### config.mk
export PLATFORM = sky130hd
export DESIGN_NAME = pll_reconfig_sequencer_flat
export DESIGN_NICKNAME = d
export VERILOG_FILES = /design/src/rtl/pll_reconfig_sequencer_if.sv /design/src/rtl/pll_reconfig_sequencer.sv /design/src/flat_wrapper.sv
export SDC_FILE = /design/constraint.sdc
export NUM_CORES = 1
export LEC_CHECK = 0
export CAP_MARGIN = 30
export CORE_ASPECT_RATIO = 0.6
export CORE_MARGIN = 5
export CORE_UTILIZATION = 43
export DETAILED_ROUTE_END_ITERATION = 8
export GPL_ROUTABILITY_DRIVEN = 0
export PLACE_DENSITY_LB_ADDON = 0.08
export SKIP_CTS_REPAIR_TIMING = 1
export SYNTH_ARGS = -nofsm -noshare
export SYNTH_HDL_FRONTEND = slang
export SYNTH_SLANG_ARGS = --single-unit
export TNS_END_PERCENT = 30
### constraint.sdc
create_clock -name clock -period 6.68 [get_ports clock]
set_clock_uncertainty 0.1 [all_clocks]
set_input_delay 0.668 -clock clock [delete_from_list [all_inputs] [get_ports clock]]
set_output_delay 0.668 -clock clock [all_outputs]
set_load 0.005 [all_outputs]
### src/rtl/pll_reconfig_sequencer_if.sv
// pll_reconfig_sequencer_if: command side and reconfig-core side signals of the PLL reprogramming sequencer.
interface pll_reconfig_sequencer_if;
    logic       req;
    logic [7:0] mult;
    logic [7:0] div;
    logic       ready;
    logic       done;
    logic       error;
    logic       lock_lost;
    logic       rc_busy;
    logic [3:0] rc_counter_type;
    logic [2:0] rc_counter_param;
    logic [8:0] rc_data_in;
    logic       rc_write_param;
    logic       rc_reconfig;
    logic       rc_reset;
    logic       pll_areset_req;
    logic       pll_locked;
    modport master (
        output req, mult, div, rc_busy, pll_locked,
        input  ready, done, error, lock_lost, rc_counter_type, rc_counter_param,
               rc_data_in, rc_write_param, rc_reconfig, rc_reset, pll_areset_req
    );
    modport slave (
        input  req, mult, div, rc_busy, pll_locked,
        output ready, done, error, lock_lost, rc_counter_type, rc_counter_param,
               rc_data_in, rc_write_param, rc_reconfig, rc_reset, pll_areset_req
    );
endinterface

### src/rtl/pll_reconfig_sequencer.sv
// pll_reconfig_sequencer: writes N/M counter fields to the PLL reconfig core, reconfigures, resets and waits for lock.
module pll_reconfig_sequencer #(
    parameter int LOCK_TIMEOUT  = 65535,
    parameter int SETTLE_CYCLES = 16,
    parameter int MAX_RETRY     = 2
) (
    input logic clock,
    input logic reset_n,
    pll_reconfig_sequencer_if.slave bus
);
    localparam int CW = $clog2((LOCK_TIMEOUT > SETTLE_CYCLES ? LOCK_TIMEOUT : SETTLE_CYCLES) + 1);
    localparam int RW = $clog2(MAX_RETRY + 2);
    typedef enum logic [3:0] {INIT, IDLE, CHECK, LOAD, WR, WWAIT, RCFG, RWAIT, ARST, LOCK, DONE, ERR} state_t;
    state_t state, next;
    logic [7:0] m_q, n_q, v;
    logic [2:0] idx;
    logic [CW-1:0] cnt;
    logic [RW-1:0] retry;
    logic [2:0] lock_sync;
    logic armed, error_q, lock_lost_q;
    logic accept, locked, lock_fall, first, in_wr;
    logic [8:0] field;
    assign accept    = state == IDLE && bus.req;
    assign locked    = lock_sync[1];
    assign lock_fall = lock_sync[2] & ~lock_sync[1];
    // cnt restarts on every state change, so cnt==0 marks the first cycle of a state
    assign first     = cnt == '0;
    assign in_wr     = state inside {LOAD, WR, WWAIT};
    assign v         = idx[2] ? m_q : n_q;
    assign field     = idx[1:0] == 2'd0 ? ({1'b0, v} + 9'd1) >> 1 :
                       idx[1:0] == 2'd1 ? {2'b0, v[7:1]} :
                       idx[1:0] == 2'd2 ? {8'b0, v == 8'd1} : {8'b0, v[0]};
    always_comb begin
        next = state;
        unique case (state)
            INIT:  next = IDLE;
            IDLE:  next = accept ? CHECK : IDLE;
            CHECK: next = (m_q == 8'd0 || n_q == 8'd0) ? ERR : LOAD;
            LOAD:  next = WR;
            WR:    next = bus.rc_busy ? WR : WWAIT;
            WWAIT: next = (first || bus.rc_busy) ? WWAIT : idx == 3'd7 ? RCFG : LOAD;
            RCFG:  next = RWAIT;
            RWAIT: next = (first || bus.rc_busy) ? RWAIT : ARST;
            ARST:  next = cnt == CW'(SETTLE_CYCLES - 1) ? LOCK : ARST;
            LOCK:  next = locked ? DONE :
                          cnt != CW'(LOCK_TIMEOUT - 1) ? LOCK :
                          retry < RW'(MAX_RETRY) ? RCFG : ERR;
            DONE:  next = IDLE;
            ERR:   next = IDLE;
            default: next = INIT;
        endcase
    end
    always_ff @(posedge clock or negedge reset_n) begin
        if (!reset_n) begin
            state       <= INIT;
            m_q         <= '0;
            n_q         <= '0;
            idx         <= '0;
            cnt         <= '0;
            retry       <= '0;
            lock_sync   <= '0;
            armed       <= 1'b0;
            error_q     <= 1'b0;
            lock_lost_q <= 1'b0;
        end else begin
            state     <= next;
            lock_sync <= {lock_sync[1:0], bus.pll_locked};
            cnt       <= next != state ? '0 : cnt + 1'b1;
            if (accept) begin
                m_q         <= bus.mult;
                n_q         <= bus.div;
                error_q     <= 1'b0;
                lock_lost_q <= 1'b0;
                armed       <= 1'b0;
                retry       <= '0;
            end else if (state == IDLE && armed && lock_fall) begin
                lock_lost_q <= 1'b1;
            end
            if (next == ERR) begin
                error_q <= 1'b1;
                armed   <= 1'b0;
            end
            if (state == DONE)
                armed <= 1'b1;
            if (state == CHECK)
                idx <= '0;
            else if (state == WWAIT && next == LOAD)
                idx <= idx + 1'b1;
            if (state == LOCK && next == RCFG)
                retry <= retry + 1'b1;
        end
    end
    assign bus.ready            = state == IDLE;
    assign bus.done             = state == DONE;
    assign bus.error            = error_q;
    assign bus.lock_lost        = lock_lost_q;
    assign bus.rc_reset         = state == INIT;
    assign bus.rc_write_param   = state == WR && !bus.rc_busy;
    assign bus.rc_reconfig      = state == RCFG;
    assign bus.pll_areset_req   = state == ARST;
    assign bus.rc_counter_type  = in_wr ? {3'b0, idx[2]} : '0;
    assign bus.rc_counter_param = in_wr ? {idx[1], 1'b0, idx[0]} : '0;
    assign bus.rc_data_in       = in_wr ? field : '0;
endmodule

### src/flat_wrapper.sv
// flat-port wrapper written by rule: the top's interface ports become plain ports
module pll_reconfig_sequencer_flat 
#(
    parameter int LOCK_TIMEOUT  = 65535,
    parameter int SETTLE_CYCLES = 16,
    parameter int MAX_RETRY     = 2
)
  (clock, reset_n, bus_req, bus_mult, bus_div, bus_rc_busy, bus_pll_locked, bus_ready, bus_done, bus_error, bus_lock_lost, bus_rc_counter_type, bus_rc_counter_param, bus_rc_data_in, bus_rc_write_param, bus_rc_reconfig, bus_rc_reset, bus_pll_areset_req);
  pll_reconfig_sequencer_if bus_i ();
  input logic clock;
  input logic reset_n;
  input wire logic [$bits(bus_i.req)-1:0] bus_req;
  input wire logic [$bits(bus_i.mult)-1:0] bus_mult;
  input wire logic [$bits(bus_i.div)-1:0] bus_div;
  input wire logic [$bits(bus_i.rc_busy)-1:0] bus_rc_busy;
  input wire logic [$bits(bus_i.pll_locked)-1:0] bus_pll_locked;
  output wire logic [$bits(bus_i.ready)-1:0] bus_ready;
  output wire logic [$bits(bus_i.done)-1:0] bus_done;
  output wire logic [$bits(bus_i.error)-1:0] bus_error;
  output wire logic [$bits(bus_i.lock_lost)-1:0] bus_lock_lost;
  output wire logic [$bits(bus_i.rc_counter_type)-1:0] bus_rc_counter_type;
  output wire logic [$bits(bus_i.rc_counter_param)-1:0] bus_rc_counter_param;
  output wire logic [$bits(bus_i.rc_data_in)-1:0] bus_rc_data_in;
  output wire logic [$bits(bus_i.rc_write_param)-1:0] bus_rc_write_param;
  output wire logic [$bits(bus_i.rc_reconfig)-1:0] bus_rc_reconfig;
  output wire logic [$bits(bus_i.rc_reset)-1:0] bus_rc_reset;
  output wire logic [$bits(bus_i.pll_areset_req)-1:0] bus_pll_areset_req;
  assign bus_i.req = bus_req;
  assign bus_i.mult = bus_mult;
  assign bus_i.div = bus_div;
  assign bus_i.rc_busy = bus_rc_busy;
  assign bus_i.pll_locked = bus_pll_locked;
  assign bus_ready = bus_i.ready;
  assign bus_done = bus_i.done;
  assign bus_error = bus_i.error;
  assign bus_lock_lost = bus_i.lock_lost;
  assign bus_rc_counter_type = bus_i.rc_counter_type;
  assign bus_rc_counter_param = bus_i.rc_counter_param;
  assign bus_rc_data_in = bus_i.rc_data_in;
  assign bus_rc_write_param = bus_i.rc_write_param;
  assign bus_rc_reconfig = bus_i.rc_reconfig;
  assign bus_rc_reset = bus_i.rc_reset;
  assign bus_pll_areset_req = bus_i.pll_areset_req;
  pll_reconfig_sequencer #(.LOCK_TIMEOUT(LOCK_TIMEOUT), .SETTLE_CYCLES(SETTLE_CYCLES), .MAX_RETRY(MAX_RETRY)) u_core (.clock(clock), .reset_n(reset_n), .bus(bus_i));
endmodule
==> results.sh, run 1 <==
export IMPL_synth_top_cell_area_share_pct=39.2
export IMPL_crit_path_start_kind="flip-flop"
export IMPL_grt_pass1_vias=2244
export IMPL_finalSetupViolCount=0
export IMPL_crit_fanout=11
export IMPL_cts_tree="done"
export IMPL_final_hold_violation_count=0
export IMPL_synthDistinctLibCells=57
export IMPL_yosysSeqAreaShare_pct=39.2
export IMPL_die_area_um2=8810
export IMPL_syn_to_final_growth_pct=19.9
export IMPL_cts_sinks=47
export IMPL_cp_required_ps=5910
export IMPL_ys_flop_type="dfrtp_1"
export IMPL_synthArstFlopShare_pct=100
export IMPL_rr_endpoint="u_core.cnt[2]$_DFF_PN0_"
export IMPL_slew_headroom_pct=41.3
export IMPL_drtIter0Drc=145
export IMPL_ioPinCount=45
export IMPL_insertion_delay_ps=290
export IMPL_p_per_area_nw_per_um2=389
export IMPL_cts_made_buffers=5
export IMPL_r2r_slack_ps=3750
export IMPL_grt_pass1_wl_um=11700
export IMPL_holdWs_ps=239
export IMPL_wire_per_inst_um=17.0
export IMPL_wl_met2_um=2630
export IMPL_n_fill_cell=605
export IMPL_synth_top_area_cell="dfrtp_1"
export IMPL_core_area_um2=6730
export IMPL_crit_path_start="u_core.idx[2]$_DFFE_PN0P_"
export IMPL_synthCells=297
export IMPL_port_buffers=39
export IMPL_top_layer="met4"
export IMPL_arrival_ps=2840
export IMPL_critPathCapture="bus_rc_data_in[3]"
export IMPL_finalCritPeriodShare_pct=53.9
export IMPL_synth_most_common_cell="dfrtp_1"
export IMPL_worstRegToRegCells=6
export IMPL_ys_ff_latch=47
export IMPL_chipWidth_um=118
export IMPL_rsz0062_at_grt="false"
export IMPL_synth_edf_count=0
export IMPL_cts_max_level=2
export IMPL_rows=23
export IMPL_min_period_ps=3600
export IMPL_routed_wl_um=7140
export IMPL_hp_class="in -> async"
export IMPL_drive_above_1_share_pct=16.0
export IMPL_vdd_drop_max_mv=0.189
export IMPL_status="finished clean"
export IMPL_maxSlewViolCount=0
export IMPL_grt_use_total_pct=16.7
export IMPL_vias=2322
export IMPL_regToRegStartpoint="u_core.state[1]$_DFF_PN0_"
export IMPL_root_buffer="clkbuf_16"
export IMPL_place_ws_ps=3420
export IMPL_viasPerCell=5.54
export IMPL_tightest_slew_ps=880
export IMPL_ant_nets=0
export IMPL_routedLengthMet1_um=4190
export IMPL_route_met3_wl_um=288
export IMPL_drc=0
export IMPL_n_antenna_cell=0
export IMPL_yosys_top_cells_area="dfrtp_1, mux2_2, ha_1, nor3_2, nor2_1"
export IMPL_clkSlewWorstSetupHoldPaths_ps=70
export IMPL_grt_max_degree=29
export IMPL_overflow=0
export IMPL_avgSynthCellArea_um2=10.1
export IMPL_power_mw=1.40
export IMPL_p_leak_nw=1.45
export IMPL_dieHeight_um=74.7
export IMPL_antenna_found_initial=0
export IMPL_setup_tns_ps=0
export IMPL_place_hpwl_um=5530
export IMPL_synthTopCellsByCount="dfrtp_1, nor2_1, mux2_2"
export IMPL_setup_slack_ps=3080
export IMPL_start_util_pct=44.6
export IMPL_end_kind="primary output"
export IMPL_fin_nets=363
export IMPL_maxCapViolCount=0
export IMPL_max_freq_ghz=0.277
export IMPL_yosys_warnings=0
export IMPL_firstDrtPassIters=4
export IMPL_max_clock_path_buffers=2
export IMPL_critPathKind="reg -> out"
export IMPL_syn_area_um2=3000
critical path, cell delays in order (launching register included):
cell and delay [ps]:
dfrtp_1 640, mux2i_1 360, inv_1 110, ha_1 240, nand3_1 160, nor2_1 70
or3_1 320, a21oi_1 130, clkdlybuf4s50_1 510
through the flow:
| stage | area, um2 | util (%) | cells |
|---|---|---|---|
| 2_1_floorplan | 3020 | - | 301 |
| 3_3_place_gp | 3420 | 50.8 | 411 |
| 3_5_place_dp | 3440 | 51.1 | 412 |
| 4_1_cts | 3600 | 53.5 | 419 |
| 5_1_grt | 3600 | 53.5 | 419 |
| 6_report | 3600 | 53.5 | 419 |
routing by layer:
layer  vias up  track usage, %
li1       1134               -
met1      1132            28.1
met2        51            21.4
met3         5            3.68
met4         0            2.67
met5         -               0
power breakdown:
group	internal [mW]	switching, mW	leakage [nW]
sequential	0.358	0.102	0.608
clock	0.174	0.105	0.0759
combinational	0.301	0.362	0.769
total	0.833	0.568	1.45
flip-flops by register name (all words and copies together) (netlist names), 2 cells and up:
signal,cells
u_core.cnt,16
u_core.m_q,8
u_core.n_q,8
u_core.state,4
u_core.idx,3
u_core.lock_sync,3
u_core.retry,2
worst min-delay path by stage:
| stage | endpoint | slack (ps) | cells past startpoint |
|---|---|---|---|
| after floorplan | u_core.lock_sync[1]$_DFF_PN0_ | 230 | 0 |
| after global placement | u_core.lock_sync[1]$_DFF_PN0_ | 230 | 0 |
| after detailed placement | u_core.lock_sync[1]$_DFF_PN0_ | 240 | 0 |
| after CTS | u_core.cnt[8]$_DFF_PN0_ | 260 | 1 |
| after global routing | u_core.lock_sync[1]$_DFF_PN0_ | 270 | 0 |
| final | u_core.cnt[8]$_DFF_PN0_ | 240 | 1 |
cells in the final DEF, fill, tap and decap left out, types with 3 or more instances in the layout:
master | synthesis | layout
conb_1 | 1 | 5
and3_1 | 4 | 4
nand2b_1 | 6 | 6
mux2i_1 | 9 | 9
xnor2_1 | 8 | 8
nor3_2 | 12 | 12
inv_1 | 10 | 10
xor2_1 | 8 | 8
clkbuf_16 | 0 | 5
mux2_2 | 18 | 18
ha_1 | 10 | 10
nor3_1 | 15 | 15
dfrtp_1 | 47 | 47
nand3_1 | 8 | 8
and4_1 | 3 | 3
nand4_1 | 6 | 6
nand2_1 | 15 | 15
nor2_1 | 30 | 30
nor4_1 | 9 | 9
nor4_4 | 3 | 3
a21o_1 | 3 | 3
o21ai_0 | 7 | 7
a21oi_1 | 13 | 13
or3_1 | 4 | 4
clkdlybuf4s50_1 | 0 | 38
area by class of cell:
cell class                 instances  area (um2)  share of cell area, %
clock buffer                       5         125                   3.47
clock inverter                     2        37.5                   1.04
inverter                          11        41.3                   1.15
multi-input combinational        227        1710                   47.4
sequential                        47        1180                   32.7
tap                               87         109                   3.02
timing repair buffer              40         405                   11.3
kinds of logic (layout without fill, tap and decap cells):
family / Yosys count / after routing / synth area share [%]
AOI/OAI and AO/OA: 38 / 38 / 10.5
xor gates and xnor gates: 16 / 16 / 4.66
adders and majority gates: 10 / 10 / 4.16
buffers and inverters: 27 / 58 / 4.50
DFF: 47 / 47 / 39.2
muxes: 28 / 28 / 10.1
other: 1 / 5 / 0.125
and+or+nand+nor: 130 / 130 / 26.7
No activity file was read; power rests on OpenSTA's default activity.
==> run 2: changes to the inputs <==
==> constraint.sdc (replaced) <==
create_clock -name clock -period 3.6 [get_ports clock]
set_clock_uncertainty 0.1 [all_clocks]
set_input_delay 0.36 -clock clock [delete_from_list [all_inputs] [get_ports clock]]
set_output_delay 0.36 -clock clock [all_outputs]
set_load 0.005 [all_outputs]
==> results.sh, run 2 (synthesized netlist as in run 1, its figures left out) <==
export IMPL_status="finished clean"
export IMPL_dp_cells=413
export IMPL_maxCapViolCount=0
export IMPL_grt_pass1_vias=2215
export IMPL_crit_path_start="u_core.idx[2]$_DFFE_PN0P_"
export IMPL_drive_above_1_share_pct=16.4
export IMPL_tightest_slew_ps=825
export IMPL_power_mw=2.64
export IMPL_port_buffers=39
export IMPL_min_period_ps=3300
export IMPL_final_common_cell="dfrtp_1"
export IMPL_worstHoldStart="u_core.lock_sync[0]$_DFF_PN0_"
export IMPL_layout_common_cells="dfrtp_1, clkdlybuf4s50_1, nor2_1"
export IMPL_viasPerCell=5.52
export IMPL_crit_fanout=11
export IMPL_fin_cells=422
export IMPL_end_kind="primary output"
export IMPL_setup_slack_ps=297
export IMPL_place_hpwl_um=5630
export IMPL_routed_wl_um=7150
export IMPL_grt_use_total_pct=16.9
export IMPL_worstRegToRegCells=7
export IMPL_root_buffer="clkbuf_16"
export IMPL_chipWidth_um=118
export IMPL_die_area_um2=8810
export IMPL_dieHeight_um=74.7
export IMPL_core_area_um2=6730
export IMPL_wire_per_inst_um=16.9
export IMPL_finalSetupViolCount=0
export IMPL_grt_pass1_wl_um=11900
export IMPL_whs_path_depth=0
export IMPL_cts_made_buffers=5
export IMPL_cts_sinks=47
export IMPL_cts_tree="done"
export IMPL_critPathKind="reg -> out"
export IMPL_largest_register_ffs=16
export IMPL_fin_nets=365
export IMPL_n_fill_cell=635
export IMPL_vias=2329
export IMPL_finalCritPeriodShare_pct=91.8
export IMPL_overflow=0
export IMPL_reg_top3="u_core.cnt x16, u_core.m_q x8, u_core.n_q x8"
export IMPL_start_util_pct=44.6
export IMPL_cts_max_level=2
export IMPL_antenna_found_initial=0
export IMPL_hold_end="u_core.lock_sync[1]$_DFF_PN0_"
export IMPL_crit_path_start_kind="flip-flop"
export IMPL_p_leak_nw=1.47
export IMPL_slew_headroom_pct=44.9
export IMPL_max_freq_ghz=0.303
export IMPL_largest_register="u_core.cnt"
export IMPL_drc=0
export IMPL_ant_nets=0
export IMPL_p_per_area_nw_per_um2=728
export IMPL_ioPinCount=45
export IMPL_firstDrtPassIters=4
export IMPL_n_antenna_cell=0
export IMPL_grt_max_degree=28
export IMPL_regToRegStartpoint="u_core.state[1]$_DFF_PN0_"
export IMPL_place_ws_ps=617
export IMPL_hp_class="reg -> reg"
export IMPL_clkSlewWorstSetupHoldPaths_ps=70
export IMPL_syn_to_final_growth_pct=20.8
export IMPL_final_area_um2=3630
export IMPL_rows=23
export IMPL_post_dp_cell_area_um2=3450
export IMPL_arrival_ps=2840
export IMPL_cp_required_ps=3140
export IMPL_drtIter0Drc=109
export IMPL_insertion_delay_ps=280
export IMPL_max_clock_path_buffers=2
export IMPL_setup_tns_ps=0
export IMPL_rsz0062_at_grt="false"
export IMPL_r2r_slack_ps=900
export IMPL_vdd_drop_max_mv=0.305
export IMPL_rr_endpoint="u_core.cnt[3]$_DFF_PN0_"
export IMPL_final_hold_violation_count=0
export IMPL_maxSlewViolCount=0
## run 2: worst max-delay path by stage
stage                               end  slack, ps  depth (start not counted)
6_report              bus_rc_data_in[0]        300                          7
3_5_place_dp          bus_rc_data_in[3]        620                          8
4_1_cts               bus_rc_data_in[3]        300                          8
2_1_floorplan  u_core.cnt[10]$_DFF_PN0_       1340                          9
3_3_place_gp          bus_rc_data_in[0]        700                          7
5_1_grt               bus_rc_data_in[0]         60                          7
## run 2: critical path, cell delays in order (launching register included)
cell and delay [ps]:
dfrtp_1 640, mux2i_1 550, nand4_1 150, o21ai_0 210, a21oi_1 90, a211o_1 270, a21oi_1 140, clkdlybuf4s50_1 510
## run 2: area by class of cell
class	count	area, um2	area share, %
flip-flops and latches	47	1180	32.4
multi-input cells	227	1710	47.1
clock inverters	3	47.5	1.31
repair buffers	42	423	11.7
well taps	87	109	3.00
clock buffers	5	125	3.45
inverters	11	41.3	1.14
## run 2: per-layer routing
layer | wire length, um | global-route usage, % | up-vias
li1 | - | - | 1144
met4 | 22 | 2.29 | 0
met3 | 345 | 3.68 | 5
met2 | 2620 | 20.8 | 57
met1 | 4170 | 29.1 | 1123
met5 | 0 | 0 | -
## run 2: power by group
group | leakage [nW] | total (mW) | switching (mW) | internal [mW]
Combinational | 0.778 | 1.26 | 0.681 | 0.576
Clock | 0.0844 | 0.538 | 0.206 | 0.331
Sequential | 0.608 | 0.850 | 0.186 | 0.664
Total | 1.47 | 2.64 | 1.07 | 1.57
## run 2: metrics by stage
step | hold WS [ps] | utilization (%)
2_1_floorplan | -35.6 | -
3_3_place_gp | 232 | 50.9
3_5_place_dp | 241 | 51.2
4_1_cts | -46.1 | 53.8
5_1_grt | 271 | 53.9
6_report | 254 | 53.9
